==> src/rtl/mem_bus_arbiter_pkg.sv <==
// mem_bus_arbiter_pkg
//   Shared types for the memory bus arbiter: arbiter FSM states, access size
//   encoding (shared with the data request port) and the registered bus
//   request record that drives the creq_* outputs.
package mem_bus_arbiter_pkg;

  localparam int ARB_ADDR_W = 64;
  localparam int ARB_DATA_W = 64;
  localparam int ARB_STRB_W = ARB_DATA_W / 8;

  typedef enum logic [1:0] {
    IDLE   = 2'd0,
    BUSY_I = 2'd1,
    BUSY_D = 2'd2
  } arb_state_t;

  typedef enum logic [2:0] {
    MSIZE1 = 3'd0,
    MSIZE2 = 3'd1,
    MSIZE4 = 3'd2,
    MSIZE8 = 3'd3
  } msize_t;

  typedef struct packed {
    logic                  valid;
    logic                  is_write;
    msize_t                size;
    logic [ARB_ADDR_W-1:0] addr;
    logic [ARB_STRB_W-1:0] strobe;
    logic [ARB_DATA_W-1:0] data;
  } creq_t;

endpackage

==> src/rtl/arb_starve_counter.sv <==
// arb_starve_counter
//   Saturating count of consecutive data grants taken while fetch was waiting.
//   Ports:
//     clk, reset : clock, synchronous active-high reset
//     inc        : count one more data grant (holds at MAX)
//     clr        : restart from zero (wins over inc)
//     full       : count has reached MAX, fetch must win the next tie
//     cnt        : current count
//   MAX must be at least 1.
module arb_starve_counter #(
  parameter  int MAX   = 4,
  localparam int CNT_W = $clog2(MAX + 1)
) (
  input  logic             clk,
  input  logic             reset,
  input  logic             inc,
  input  logic             clr,
  output logic             full,
  output logic [CNT_W-1:0] cnt
);

  logic [CNT_W-1:0] cnt_q, cnt_d;

  assign full = (cnt_q == CNT_W'(MAX));
  assign cnt  = cnt_q;

  always_comb begin
    cnt_d = cnt_q;
    if (clr)                cnt_d = '0;
    else if (inc && !full)  cnt_d = cnt_q + CNT_W'(1);
  end

  always_ff @(posedge clk) begin
    if (reset) cnt_q <= '0;
    else       cnt_q <= cnt_d;
  end

endmodule

==> src/rtl/mem_bus_arbiter.sv <==
// mem_bus_arbiter
//   Shares the single cached memory bus between the fetch port (ireq) and the
//   data port (dreq), one single-beat transaction at a time, and produces the
//   Iwait/Dwait stall levels for the pipeline registers.
//   Ports:
//     clk, reset       : clock, synchronous active-high reset
//     ireq_*           : fetch request, held until iresp_ok
//     dreq_*           : data request (load/store), held until dresp_ok
//     creq_*           : registered bus request towards cbus
//     cresp_*          : bus response beat
//     iresp_*, dresp_* : completion pulse + data back to each requester
//     Iwait, Dwait     : requester has a request outstanding this cycle
//   ADDR_W/DATA_W must agree with the widths baked into creq_t.
module mem_bus_arbiter
  import mem_bus_arbiter_pkg::*;
#(
  parameter int ADDR_W     = ARB_ADDR_W,
  parameter int DATA_W     = ARB_DATA_W,
  parameter int STARVE_MAX = 4
) (
  input  logic                clk,
  input  logic                reset,
  input  logic                ireq_valid,
  input  logic [ADDR_W-1:0]   ireq_addr,
  input  logic                dreq_valid,
  input  logic                dreq_is_write,
  input  logic [2:0]          dreq_size,
  input  logic [ADDR_W-1:0]   dreq_addr,
  input  logic [DATA_W/8-1:0] dreq_strobe,
  input  logic [DATA_W-1:0]   dreq_data,
  output logic                creq_valid,
  output logic                creq_is_write,
  output logic [2:0]          creq_size,
  output logic [ADDR_W-1:0]   creq_addr,
  output logic [DATA_W/8-1:0] creq_strobe,
  output logic [DATA_W-1:0]   creq_data,
  input  logic                cresp_ready,
  input  logic                cresp_last,
  input  logic [DATA_W-1:0]   cresp_data,
  output logic                iresp_ok,
  output logic [DATA_W-1:0]   iresp_data,
  output logic                dresp_ok,
  output logic [DATA_W-1:0]   dresp_data,
  output logic                Iwait,
  output logic                Dwait
);

  localparam int CNT_W = $clog2(STARVE_MAX + 1);

  arb_state_t       state_q, state_d;
  creq_t            creq_q, creq_d;
  logic             grant_i, grant_d;
  logic             done;
  logic             starve_full;
  logic [CNT_W-1:0] starve_cnt;

  // A response beat only completes a transaction while one is in flight;
  // a reset in the same cycle swallows the completion.
  assign done = (state_q != IDLE) && cresp_ready && cresp_last && !reset;

  always_comb begin
    state_d = state_q;
    creq_d  = creq_q;
    grant_i = 1'b0;
    grant_d = 1'b0;
    case (state_q)
      IDLE: begin
        // Data wins ties unless fetch has been passed over STARVE_MAX times.
        if (dreq_valid && !(ireq_valid && starve_full)) grant_d = 1'b1;
        else if (ireq_valid)                            grant_i = 1'b1;

        if (grant_d) begin
          state_d         = BUSY_D;
          creq_d.valid    = 1'b1;
          creq_d.is_write = dreq_is_write;
          creq_d.size     = msize_t'(dreq_size);
          creq_d.addr     = dreq_addr;
          creq_d.strobe   = dreq_is_write ? dreq_strobe : '0;
          creq_d.data     = dreq_data;
        end else if (grant_i) begin
          state_d         = BUSY_I;
          creq_d.valid    = 1'b1;
          creq_d.is_write = 1'b0;
          creq_d.size     = MSIZE8;
          creq_d.addr     = ireq_addr;
          creq_d.strobe   = '0;
          creq_d.data     = '0;
        end
      end
      BUSY_I, BUSY_D: begin
        // Always drop back to IDLE so the next grant is decided afresh.
        if (done) begin
          state_d = IDLE;
          creq_d  = '0;
        end
      end
      default: state_d = IDLE;
    endcase
  end

  always_ff @(posedge clk) begin
    if (reset) begin
      state_q <= IDLE;
      creq_q  <= '0;
    end else begin
      state_q <= state_d;
      creq_q  <= creq_d;
    end
  end

  arb_starve_counter #(.MAX(STARVE_MAX)) u_starve (
    .clk   (clk),
    .reset (reset),
    .inc   (grant_d && ireq_valid),
    .clr   (grant_i || (grant_d && !ireq_valid)),
    .full  (starve_full),
    .cnt   (starve_cnt)
  );

  assign creq_valid    = creq_q.valid;
  assign creq_is_write = creq_q.is_write;
  assign creq_size     = creq_q.size;
  assign creq_addr     = creq_q.addr;
  assign creq_strobe   = creq_q.strobe;
  assign creq_data     = creq_q.data;

  assign iresp_ok   = done && (state_q == BUSY_I);
  assign dresp_ok   = done && (state_q == BUSY_D);
  assign iresp_data = cresp_data;
  assign dresp_data = cresp_data;

  assign Iwait = ireq_valid && !iresp_ok;
  assign Dwait = dreq_valid && !dresp_ok;

endmodule

==> config.mk <==
export PLATFORM = sky130hd
export DESIGN_NAME = mem_bus_arbiter
export DESIGN_NICKNAME = d
export VERILOG_FILES = /design/src/rtl/mem_bus_arbiter_pkg.sv /design/src/rtl/arb_starve_counter.sv /design/src/rtl/mem_bus_arbiter.sv
export SDC_FILE = /design/constraint.sdc
export NUM_CORES = 1
export LEC_CHECK = 0
export ABC_AREA = 0
export CAP_MARGIN = 20
export CORE_AREA = 2 2 215 217
export CTS_BUF_LIST = sky130_fd_sc_hd__clkbuf_8
export CTS_CLUSTER_DIAMETER = 40
export DETAILED_ROUTE_END_ITERATION = 8
export DIE_AREA = 0 0 217 219
export PLACE_DENSITY = 0.5
export RECOVER_POWER = 50
export SLEW_MARGIN = 20
export SYNTH_ARGS = -nofsm -noshare
export SYNTH_HDL_FRONTEND = slang
export SYNTH_HIERARCHICAL = 1
export SYNTH_SLANG_ARGS = --single-unit
==> constraint.sdc <==
create_clock -name clk -period 2.4 [get_ports clk]
set_input_delay 0.24 -clock clk [delete_from_list [all_inputs] [get_ports clk]]
set_output_delay 0.24 -clock clk [all_outputs]
set_load 0.02 [all_outputs]
==> results by group <==
Synth
  – Post-Syn Nets: slightly below 900
  – Post-synth EDFFs: 0
  – Synth unique cells: 41
  – Cell Area, Synth: 0.00647 sq mm
  – Ys async rst share: 0%
  – Synth Warn #: 6
  – Leading area contributor after synthesis: dfxtp_1
  – Area share of the largest cell type after synthesis: about 45%
  – Synth area leaders: dfxtp_1, buf_4, mux2i_1
  – Post-synthesis sequential area ratio: 45.2%
  – Dominant synthesized flop cell: dfxtp_1
  – Mean post-synth cell area: 11.0 sq um
  – Yosys reg bits: 146
  – Gate Count Post-Synth: ~590

Die
  – Initial Util: 14.3%
  – FP Rows: 78
  – Core footprint: 0.0451 sq mm
  – I/O Pins: 547
  – Die Area: 0.0475 sq mm
  – Chip Width: 217 um
  – Die height: approximately 220 um

Timing
  – Final Hold Viols: 0
  – Worst hold margin: 0.290 ns
  – Period utilization: 93.9%
  – Layout Skew: 0.0201 ns
  – Maximum clock frequency: about 440 MHz
  – Worst Tran Pin Value: 0.511 ns
  – Fin. max-slew vios: 0
  – Relative slew margins: 65.9%
  – Final Critical Period: about 2.3 ns
  – # setup viols final: 0
  – Setup ws final: 0.146 ns

Clock tree
  – CTS tree: built
  – CTS buffer count: 17
  – Clk buf depth: 2
  – CTS clk-pin slew, worst paths: approximately 0.09 ns
  – Hold_buf cts: 0
  – Clock root cell: clkbuf_8
  – Clk sinks: 146
  – Htree depth: 4
  – Clk_lat worst skew: 0.53 ns

Run status
  – Status: complete, no violations

Worst setup path
  – CP startpoint: state_q[0]$_SDFFE_PP0P_
  – CP endpoint kind: output pin
  – Worst reg2reg startpoint: u_starve/cnt[0]$_SDFFE_PP0P_
  – Worst EP arrival: ~2.0 ns
  – Setup CP Type: reg -> out
  – CP max stage cell: dfxtp_2
  – Crit-path max FO: 3
  – Crit path required time: 2.16 ns
  – CP Buf/Inv Count: 2
  – Crit-path cells: inv_1, ha_1, nor4bb_4, and2_4, nor2b_1, dlygate4sd2_1
  – Delay-heaviest family, CP: simple AND/OR/NAND/NOR gates
  – Delay of the slowest critical-path stage: 0.35 ns
  – Startpoint Class: flip-flop

Cells and area
  – Design Area, Final: between 0.01 and 0.015 sq mm
  – Area Growth Syn to Fin: 58.2%
  – Nets: 1092
  – Final core occ: 22.7%
  – Share of layout cells above drive strength 1: 8.23%
  – # diodes: 0

GRT
  – Remaining global-route overflow: 0
  – Largest net degree at the start of global routing: 67
  – Antenna violations before repair: 0
  – Via count of the first global-routing pass: 5503
  – First-pass GRT wire length: around 34 mm
  – GRT Overall Usage: roughly a tenth

Detailed routing
  – Vias per cell: 3.70
  – ANT nets after route: 0
  – WL per Instance: 16.9 um
  – Final WL: 24.1 mm
  – DR vias: 5274
  – Drt drc: 0
  – Starting DRT DRC Count: 172
  – Drt pass-1 iters: 4

Placement
  – Dpl ws: 0.164 ns
  – HPWL Detailed: 18.3 mm
  – IO buf count: 354
  – GPL Wtd Cong: 0.719
  – Placed inst area: 0.00982 sq mm

Job
  – MaxCap Viol Count: 0

Power and ir drop
  – Peak VDD IR: 0.000479 V
  – Pwr per Cell Area: 823 mW/mm^2
  – P_leak: 4.00 nW

Min path
  – Min-delay src: dreq_data[38]
  – HP Class: in -> reg
synthesized netlist by cell type (2+ instances only):
cell type and n:
a21oi_1 9, a22o_1 65, and2_1 3, buf_2 22, buf_4 133, buf_6 6
clkbuf_1 9, dfxtp_1 146, ha_1 5, inv_1 7, mux2_1 2, mux2i_1 65
nand2_1 2, nand3_1 7, nor2b_1 5, nor3b_1 3, o211ai_1 9, o2bb2ai_1 67
layout make-up:
type | instances | area (sq um)
Clock buffer | 17 | 234
Clock inverter | 15 | 158
Fill cell | 4882 | 34900
Inverter | 7 | 26.3
Multi-Input combinational cell | 265 | 2350
Sequential cell | 146 | 2930
Tap cell | 600 | 751
Timing Repair Buffer | 376 | 3790
logic make-up after synthesis:
family | synth area share [%]
compound gates | 20.6
fa+ha+maj | 0.967
buf+inv | 19.1
flops | 45.2
mux | 10.4
simple gates | 3.69
state kept, by name, summed over array words and instances (netlist names):
name,count
creq_addr,64
creq_data,64
creq_strobe,8
creq_size,3
u_starve/cnt,3
state_q,2
creq_is_write,1
creq_valid,1
through the flow:
step	TNS, ns	total power [mW]	std cells
3_3_place_gp	0	6.61	1392
5_1_grt	-0.0143	8.94	1426
6_report	0	8.43	1426
2_1_floorplan	0	5.16	588
3_5_place_dp	0	6.61	1392
4_1_cts	0	8.76	1425
worst register-to-register path: stages, from the launching register on:
cell and delay [ns]:
dfxtp_1 0.38, inv_1 0.06, ha_1 0.22, and2_0 0.22, a21boi_4 0.21, buf_12 0.24
buf_4 0.28, mux2i_1 0.21, o2bb2ai_1 0.08
cells in the final DEF (no fill, tap or decap), types with 5 or more instances in the layout:
cell type,n
buf_12,7
a22o_1,65
dlygate4sd3_1,74
ha_1,5
o211ai_1,9
inv_1,8
buf_4,14
nor2b_1,5
clkdlybuf4s50_1,276
nand3_1,7
clkinvlp_4,5
a21oi_1,9
clkbuf_8,17
mux2i_1,65
o2bb2ai_1,67
dfxtp_1,144
power by group:
| group | total (mW) | leakage [nW] | switching, mW | internal, mW |
|---|---|---|---|---|
| Clock | 2.01 | 0.188 | 1.08 | 0.927 |
| Combinational | 3.21 | 2.61 | 1.67 | 1.54 |
| Sequential | 3.21 | 1.20 | 0.268 | 2.94 |
metal layers:
| layer | GRT usage (%) | share of wire, % | up-vias |
|---|---|---|---|
| met3 | 5.77 | 12 | 43 |
| met1 | 9.05 | 35 | 2389 |
| met4 | 6.58 | 4.4 | 0 |
| met2 | 16.6 | 48 | 373 |
| li1 | - | - | 2469 |
| met5 | 0.104 | 0 | - |
worst paths after layout:
check                           slack (ns)                          to  depth (start not counted)
worst max-delay path                  0.15                       Iwait                          6
worst min-delay path                  0.29  creq_data[38]$_SDFFE_PP0P_                          2
worst max register to register        0.39  creq_addr[43]$_SDFFE_PP0P_                          8
worst min register to register        0.46  creq_addr[45]$_SDFFE_PP0P_                          1
timing repair:
action	in CTS	in global routing
buffers inserted	1	1
pin swaps	2	0
setup endpoints to repair	4	4
gates resized for setup	6	3
Power figures use the tool's default switching activity.
